$ cat config.mk
export PLATFORM = sky130hd
export DESIGN_NAME = switch_irq_ctrl
export DESIGN_NICKNAME = d
export VERILOG_FILES = /design/src/rtl/switch_irq_ctrl.sv
export SDC_FILE = /design/constraint.sdc
export NUM_CORES = 1
export LEC_CHECK = 0
export BUFFER_PORTS_ARGS = -buffer_cell sky130_fd_sc_hd__clkbuf_2
export CAP_MARGIN = 5
export CORE_ASPECT_RATIO = 0.8
export CORE_MARGIN = 10
export CORE_UTILIZATION = 45
export CTS_BUF_LIST = sky130_fd_sc_hd__clkbuf_2 sky130_fd_sc_hd__clkbuf_4 sky130_fd_sc_hd__clkbuf_8
export DETAILED_ROUTE_END_ITERATION = 16
export GPL_TIMING_DRIVEN = 0
export MAX_ROUTING_LAYER = met4
export PLACE_DENSITY = 0.69
export SYNTH_ARGS = -nofsm -noshare
export SYNTH_HDL_FRONTEND = slang
export SYNTH_SLANG_ARGS = --single-unit
export TNS_END_PERCENT = 100
$ cat constraint.sdc
create_clock -name PCLK -period 3.99 [get_ports PCLK]
set_clock_uncertainty 0.1 [all_clocks]
set_input_delay 0.5985 -clock PCLK [delete_from_list [all_inputs] [get_ports PCLK]]
set_output_delay 0.5985 -clock PCLK [all_outputs]
set_load 0.005 [all_outputs]
$ cat src/rtl/switch_irq_ctrl.sv
// APB3 interrupt controller for four debounced switch event sources:
// pending/mask registers, saturating event counters, and an IRQ FSM with ack holdoff.
module switch_irq_ctrl #(
  parameter int CNT_W = 8
) (
  input  logic        PCLK,
  input  logic        PRESET,
  input  logic        PSEL,
  input  logic        PENABLE,
  input  logic        PWRITE,
  input  logic [31:0] PADDR,
  input  logic [31:0] PWDATA,
  output logic [31:0] PRDATA,
  output logic        PREADY,
  output logic        PSLVERR,
  input  logic [3:0]  EVT,
  output logic        IRQ
);

  typedef enum logic [1:0] {IDLE = 2'd0, ASSERT = 2'd1, HOLD = 2'd2} state_t;

  state_t      state_reg, state_next;
  logic        en_reg, en_next;
  logic [15:0] holdoff_reg, holdoff_next;
  logic [3:0]  mask_reg, mask_next;
  logic [3:0]  pend_reg, pend_next;
  logic [1:0]  id_reg;
  logic        valid_reg;
  logic [15:0] hcnt_reg;
  logic [1:0]  winner;
  logic [3:0]  active_reg, active_next;
  logic [31:0] cnt_word;
  logic [31:0] rdata;
  logic [2:0]  reg_idx;
  logic [6:0]  wr_sel;
  logic        wr, ack_fire, irq;
  logic        unused_bits;

  assign reg_idx     = PADDR[4:2];
  assign wr          = PSEL & PENABLE & PWRITE;
  assign unused_bits = ^{PADDR[31:5], PADDR[1:0], PWDATA[15:4]};

  genvar gi;
  generate
    for (gi = 0; gi < 7; gi++) begin : g_wr_sel
      assign wr_sel[gi] = wr & (reg_idx == 3'(gi));
    end
  endgenerate

  assign ack_fire = wr_sel[4] & (state_reg == ASSERT);

  // Register next values; an event always beats a same-cycle clear.
  always_comb begin
    en_next      = wr_sel[0] ? PWDATA[0] : en_reg;
    holdoff_next = wr_sel[0] ? PWDATA[31:16] : holdoff_reg;
    mask_next    = wr_sel[1] ? PWDATA[3:0] : mask_reg;
    pend_next    = pend_reg;
    if (wr_sel[2])
      pend_next = pend_next & ~PWDATA[3:0];
    if (ack_fire)
      pend_next[id_reg] = 1'b0;
    pend_next = pend_next | EVT;
  end

  assign active_reg  = pend_reg & mask_reg;
  assign active_next = pend_next & mask_next;

  always_comb begin
    if (active_reg[0])      winner = 2'd0;
    else if (active_reg[1]) winner = 2'd1;
    else if (active_reg[2]) winner = 2'd2;
    else                    winner = 2'd3;
  end

  // FSM: state register
  always_ff @(posedge PCLK or posedge PRESET) begin
    if (PRESET) state_reg <= IDLE;
    else        state_reg <= state_next;
  end

  // FSM: next state. Entry looks at registered sources, exit at the post-write view.
  always_comb begin
    state_next = state_reg;
    case (state_reg)
      IDLE:    if (en_reg && (active_reg != 4'd0)) state_next = ASSERT;
      ASSERT: begin
        if (ack_fire)                                state_next = HOLD;
        else if (!en_next || (active_next == 4'd0)) state_next = IDLE;
      end
      HOLD:    if (hcnt_reg == 16'd0) state_next = IDLE;
      default: state_next = IDLE;
    endcase
  end

  // FSM: outputs
  always_comb begin
    irq = (state_reg == ASSERT);
  end

  assign IRQ = irq;

  always_ff @(posedge PCLK or posedge PRESET) begin
    if (PRESET) begin
      en_reg      <= 1'b0;
      holdoff_reg <= 16'd0;
      mask_reg    <= 4'd0;
      pend_reg    <= 4'd0;
      id_reg      <= 2'd0;
      valid_reg   <= 1'b0;
      hcnt_reg    <= 16'd0;
    end else begin
      en_reg      <= en_next;
      holdoff_reg <= holdoff_next;
      mask_reg    <= mask_next;
      pend_reg    <= pend_next;
      if (state_reg == IDLE && state_next == ASSERT) begin
        id_reg    <= winner;
        valid_reg <= 1'b1;
      end else if (state_reg == ASSERT && state_next != ASSERT) begin
        valid_reg <= 1'b0;
      end
      if (ack_fire)
        hcnt_reg <= holdoff_reg;
      else if (state_reg == HOLD && hcnt_reg != 16'd0)
        hcnt_reg <= hcnt_reg - 16'd1;
    end
  end

  // Per-source saturating counters, each zero-extended into its own byte lane.
  generate
    for (gi = 0; gi < 4; gi++) begin : g_cnt
      logic [CNT_W-1:0] cnt_reg;
      always_ff @(posedge PCLK or posedge PRESET) begin
        if (PRESET)
          cnt_reg <= '0;
        else if (wr_sel[5])
          cnt_reg <= EVT[gi] ? CNT_W'(1) : '0;
        else if (EVT[gi] && (cnt_reg != {CNT_W{1'b1}}))
          cnt_reg <= cnt_reg + CNT_W'(1);
      end
      assign cnt_word[gi*8 +: 8] = 8'(cnt_reg);
    end
  endgenerate

  always_comb begin
    rdata = 32'd0;
    if (PSEL) begin
      case (reg_idx)
        3'd0:    rdata = {holdoff_reg, 15'd0, en_reg};
        3'd1:    rdata = {28'd0, mask_reg};
        3'd2:    rdata = {28'd0, pend_reg};
        3'd3:    rdata = {valid_reg, 29'd0, id_reg};
        3'd5:    rdata = cnt_word;
        3'd6:    rdata = {30'd0, state_reg};
        default: rdata = 32'd0;
      endcase
    end
  end

  assign PRDATA  = rdata;
  assign PREADY  = 1'b1;
  assign PSLVERR = PSEL & PENABLE & (reg_idx == 3'd7);

endmodule

==> results.py, run 1 <==
metrics = {
    "run_status": {
        "status": "completed",
    },
    "layout": {
        "design_area_sq_um": 5036,
        "fillerInstances": 839,
        "syn2layout_area_growth_pct": 17.21,
        "nets": 624,
        "drive_above_1_share_pct": 20.91,
        "antenna_cells": 0,
        "multi_input_area_sq_um": 2165,
        "largest_reg_flops": 32,
        "ff_latch_area_sq_um": 1952,
    },
    "floorplan": {
        "core-area_sq_um": 9193,
        "rows": 31,
        "fp.dieH_um": 107.4,
        "die_w_um": 129.2,
        "start_util_pct": 46.74,
        "dieArea_sq_um": 13880,
        "io_pins": 108,
    },
    "worst_setup_path": {
        "reg2reg_depth": 9,
        "r2r_slack_ps": 1290,
        "worst_setup_path_end_kind": "output pin",
        "start_kind": "input port",
        "cp_max_fo": 10,
        "cp.required_ps": 3290,
        "cp_slowest_cell": "clkbuf_1",
        "reg2reg_to": "hcnt_reg[2]",
        "r2r-start": "hcnt_reg[0]",
        "critical-path-max-stage-delay_ps": 440,
        "cp_data_arrival_time_ps": 2390,
        "critPathKind": "in2out",
        "crit_path_cell_trace": "clkbuf_2 -> clkbuf_1 -> and2_1 -> clkbuf_1 -> clkbuf_1 -> a22oi_1 -> nor2_1 -> clkbuf_2",
        "cp_common_cell": "clkbuf_1",
    },
    "placed_design": {
        "place_hpwl_um": 8510,
        "gp_congestion": 0.9288,
        "post-place-ws_ps": 916.2,
        "place_area_sq_um": 4796,
        "portBuffers": 65,
    },
    "pwr": {
        "p_leak_nw": 2.248,
        "power_w": 0.002331,
        "irDropWorstVdd_v": 0.0002159,
        "cellPowerDensity_nw_per_um2": 463.0,
    },
    "cts": {
        "h-tree-depth": 3,
        "cts_resized": 0,
        "cts_setup_buffers": 0,
        "cts_hold_buf": 0,
        "clock_latency_ps": 360,
        "clock_sinks": 78,
        "clock_path_buffers": 2,
        "cts_tree": "done",
        "clk_pin_slew_ps": 80,
        "root_buffer": "clkbuf_8",
        "numCtsBuffers": 9,
    },
    "grt": {
        "antenna_found_initial": 0,
        "grt_pass1_wl_um": 18510,
        "grt_max_degree": 59,
        "grt_pass1_vias": 3612,
        "grt_use_total_pct": 17.03,
        "grt_remaining_overflow": 0,
    },
    "route": {
        "post-route-drc-count": 0,
        "drtIter0Drc": 389,
        "wl_met1_um": 5293,
        "dr_wl_met2_um": 5056,
        "wl_per_cell_um": 16.84,
        "vias_per_cell": 5.645,
        "route.antenna.remaining_nets": 0,
        "wl_met3_um": 664,
        "drt_pre_antenna_iters": 7,
        "routed_wl_um": 11200,
        "dr_total_vias": 3754,
        "top_layer": "met4",
    },
    "hold_path": {
        "hold_path_class": "in2async",
    },
    "synth": {
        "synth_edf_count": 0,
        "synthDistinctLibCells": 52,
        "yosysTopAreaCell": "dfrtp_1",
        "syn_inst": 469,
        "synth-main-ff-cell": "dfrtp_1",
        "synth-async-reset-ratio_pct": 100.0,
        "synth_top_cell_area_share_pct": 45.43,
        "ys.warnings.count": 0,
        "syn_area_sq_um": 4297,
        "synth-seq-cells": 78,
        "yosysSeqAreaShare_pct": 45.43,
        "yosys-top-cells-area": "dfrtp_1 45%, nor2_1 5.5%, mux2_2 5.2%",
        "avgSynthCellArea_sq_um": 9.161,
        "synth_fp_nets": 547,
    },
    "timing": {
        "hold_viol": 0,
        "tightest_slew_ps": 1042,
        "max_freq_mhz": 323.3,
        "min_period_ps": 3093,
        "slew_headroom_pct": 29.59,
        "rsz0062_at_grt": "false",
        "setup_viol": 0,
        "timing.final.crit_share_pct": 77.52,
        "layout_setup_ws_ps": 896.8,
        "maxSlewViolCount": 0,
        "tns_ps": 0,
    },
    "flow_run": {
        "maxCapViolations": 0,
    },
}
-- cell families (layout without fill, tap and decap cells) --
family	count (synthesis)	count (layout)	share of synthesized area, %
other	1	1	0.08728
and+or+nand+nor	193	193	22.57
buffers and inverters	46	127	4.193
adders and majority gates	5	5	1.456
DFF	78	78	45.43
AOI/OAI and AO/OA	96	96	14.74
muxes	26	26	6.640
xor gates and xnor gates	24	24	4.892
-- stage by stage --
stage / std cells / util, % / hold WS, ps
floorplan: 469 / - / 366.6
global placement: 649 / 51.84 / 395.4
detailed placement: 650 / 52.17 / 396.2
CTS: 665 / 54.78 / 70.85
global route: 665 / 54.78 / 87.25
finish: 665 / 54.78 / 70.81
-- critical path, delay by kind of cell --
kind	cells	cell delay [ps]
AND/OR/NAND/NOR	2	330
buffers and inverters	5	1290
AO/OA/AOI/OAI	1	170
-- cells in the mapped netlist, drive strengths merged (3+ instances only) --
cell and n:
a21oi 26, xnor2 11, o211ai 6, mux2 20, inv 22, nor4 7, o21ai 12, nor3 9
xor2 13, and2 16, a31oi 7, mux2i 6, nand2 37, o31ai 5, and3 3, nand2b 3
a21o 3, clkbuf 20, nand3 23, ha 5, nand4 7, nor2 63, buf 4, a221oi 4
dfrtp 78, a22oi 21, or3 10
-- metal layers --
layer,vias to the layer above,track usage (%)
met5,-,-
met4,0,5.429
met3,15,4.234
met2,116,24.77
met1,1808,22.77
li1,1815,-
-- worst max path at each step --
stage	start	to	slack [ps]
after floorplan	PRESET	en_reg	1300
after global placement	PRESET	holdoff_reg[10]	310
after detailed placement	PADDR[2]	PRDATA[14]	920
after CTS	PADDR[2]	PRDATA[24]	910
after global routing	PADDR[2]	PRDATA[8]	690
final	PADDR[2]	PRDATA[24]	900
-- cells in the final DEF, fill, tap and decap left out, drive strengths merged, types with 4 or more instances in the layout --
master,netlist,final
inv,22,22
o211ai,6,6
nor2,63,63
mux2,20,20
a221oi,4,4
o31ai,5,5
nand2,37,37
clkbuf,20,96
o21ai,12,12
ha,5,5
nand3,23,23
buf,4,5
nand4,7,7
xnor2,11,11
or3,10,10
a31oi,7,7
nor3,9,9
dfrtp,78,78
xor2,13,13
a22oi,21,21
and2,16,16
a21oi,26,26
mux2i,6,6
nor4,7,7
-- where the power goes --
group	internal [W]	switching (W)	leakage [nW]
clock	0.000435	0.000286	0.123
combinational	0.000209	0.000208	1.18
sequential	0.000970	0.000222	0.940
-- layout make-up --
class                           instances  area share [%]
Clock inverter                          4           1.888
Tap cell                              115           2.857
Timing Repair Buffer                   66           7.006
Buffer                                 24           1.938
Clock buffer                           11           2.882
Inverter                               22           1.689
Sequential cell                        78           38.76
Multi-Input combinational cell        345           42.98
(Power assumes the default switching activity.)
==> run 2: changes to the inputs <==
==> constraint.sdc (replaced) <==
create_clock -name PCLK -period 3.2 [get_ports PCLK]
set_clock_uncertainty 0.1 [all_clocks]
set_input_delay 0.48 -clock PCLK [delete_from_list [all_inputs] [get_ports PCLK]]
set_output_delay 0.48 -clock PCLK [all_outputs]
set_load 0.005 [all_outputs]
==> run 2 against run 1 <==
Critical path depth unchanged. Routed wire length up 0.29%. Core utilization up 0.11 points. Die area unchanged. Sequential power up 25%. Clock-buffer cell count unchanged. Register-to-register slack worse by 790 ps. Worst hold slack better by 170 ps. Via count down 0.67%. Setup slack worse by 550 ps. Largest power group unchanged.
==> results.py, run 2 (same netlist as run 1, synthesis figures left out) <==
metrics = {
    "route": {
        "routed_wl_um": 11230,
        "drt_pre_antenna_iters": 7,
        "wl_per_cell_um": 16.86,
        "route.antenna.remaining_nets": 0,
        "drtIter0Drc": 408,
        "post-route-drc-count": 0,
        "dr_total_vias": 3729,
        "vias_per_cell": 5.599,
    },
    "placed_design": {
        "place_hpwl_um": 8510,
        "portBuffers": 65,
        "place_area_sq_um": 4796,
        "gp_congestion": 0.9288,
    },
    "worst_setup_path": {
        "start_kind": "input port",
        "r2r-start": "hcnt_reg[0]",
        "cp.required_ps": 2620,
        "cp_max_fo": 10,
        "worst_setup_path_end_kind": "output pin",
        "cp_data_arrival_time_ps": 2270,
        "reg2reg_depth": 9,
        "reg2reg_to": "hcnt_reg[2]",
        "r2r_slack_ps": 500,
        "critPathKind": "in2out",
    },
    "layout": {
        "largest_reg_flops": 32,
        "fillerInstances": 838,
        "antenna_cells": 0,
        "design_area_sq_um": 5046,
        "mostFrequentLayoutCells": "78 x dfrtp_1, 65 x clkbuf_2, 63 x nor2_1",
        "layout_commonest_cell": "dfrtp_1",
        "drive_above_1_share_pct": 20.87,
        "syn2layout_area_growth_pct": 17.44,
        "nets": 625,
    },
    "hold_path": {
        "hold_start": "PWDATA[21]",
        "worstHoldPathCells": 2,
        "min_to": "holdoff_reg[5]",
        "hold_path_class": "in2reg",
    },
    "timing": {
        "max_freq_mhz": 351.1,
        "hold_viol": 0,
        "setup_viol": 0,
        "tns_ps": 0,
        "maxSlewViolCount": 0,
        "tightest_slew_ps": 1071,
        "slew_headroom_pct": 27.62,
        "timing.final.crit_share_pct": 89.02,
        "min_period_ps": 2849,
        "rsz0062_at_grt": "false",
    },
    "cts": {
        "clock_sinks": 78,
        "clk_pin_slew_ps": 80,
        "clock_latency_ps": 360,
        "clock_path_buffers": 2,
        "cts_hold_buf": 1,
        "cts_resized": 0,
        "h-tree-depth": 3,
        "numCtsBuffers": 9,
        "cts_setup_buffers": 0,
        "root_buffer": "clkbuf_8",
        "cts_tree": "done",
    },
    "floorplan": {
        "fp.dieH_um": 107.4,
        "dieArea_sq_um": 13880,
        "core-area_sq_um": 9193,
        "die_w_um": 129.2,
        "rows": 31,
        "io_pins": 108,
        "start_util_pct": 46.74,
    },
    "grt": {
        "grt_use_total_pct": 17.04,
        "antenna_found_initial": 0,
        "grt_pass1_vias": 3615,
        "grt_max_degree": 59,
        "grt_remaining_overflow": 0,
        "grt_pass1_wl_um": 18530,
    },
    "flow_run": {
        "maxCapViolations": 0,
    },
    "run_status": {
        "status": "completed",
    },
    "pwr": {
        "irDropWorstVdd_v": 0.0002691,
        "cellPowerDensity_nw_per_um2": 577.0,
        "p_leak_nw": 2.252,
    },
}
run 2: changes by cell type in the layout (fill, tap and decap cells not counted), sizes merged:
cell | previous run | this run
dlygate4sd3 | 0 | 1
run 2: area by class of cell:
| type | count | area, sq um | area share, % |
|---|---|---|---|
| plain buffers | 24 | 97.59 | 1.934 |
| clock buffers | 11 | 145.1 | 2.876 |
| clock inverters | 4 | 95.09 | 1.884 |
| inverters | 22 | 85.08 | 1.686 |
| multi-input cells | 345 | 2165 | 42.90 |
| flip-flops and latches | 78 | 1952 | 38.68 |
| well taps | 115 | 143.9 | 2.851 |
| repair buffers | 67 | 362.8 | 7.191 |
run 2: critical path, stage by stage:
cell	delay (ps)
clkbuf_2	100
clkbuf_1	330
and2_1	180
clkbuf_1	280
clkbuf_1	440
a22oi_1	160
nor2_1	150
clkbuf_2	140
run 2: how the worst max path moves through the flow:
stage	end	from	slack, ps	cells past startpoint
after CTS	PRDATA[24]	PADDR[2]	360	8
after global placement	holdoff_reg[10]	PRESET	-360	2
final	PRDATA[24]	PADDR[2]	350	8
after global routing	PRDATA[8]	PADDR[2]	130	8
after floorplan	en_reg	PRESET	620	1
after detailed placement	valid_reg	PADDR[4]	310	8
run 2: metal layers:
metal | vias up | track usage (%) | share of wire (%)
li1 | 1819 | - | -
met3 | 15 | 4.234 | 5.5
met2 | 94 | 24.77 | 45
met1 | 1801 | 22.80 | 48
met4 | 0 | 5.429 | 1.6
met5 | - | - | 0
run 2: metrics by stage:
stage                     total power (W)  worst slack (ps)  instances  hold slack (ps)  util (%)
after floorplan                  0.001817             625.0        469            366.6         -
after global placement           0.001984            -364.1        649            395.4     51.84
after detailed placement         0.002025             307.6        650            350.5     52.17
after CTS                        0.002935             360.2        666            227.1     54.89
after global routing             0.003097             134.8        666            227.6     54.89
final                            0.002912             351.5        666            242.7     54.89
run 2: report_power, final:
group	leakage, nW	switching, W	total (W)	internal, W
sequential	0.940	0.000277	0.00149	0.00121
clock	0.123	0.000360	0.000903	0.000543
combinational	1.19	0.000260	0.000522	0.000262
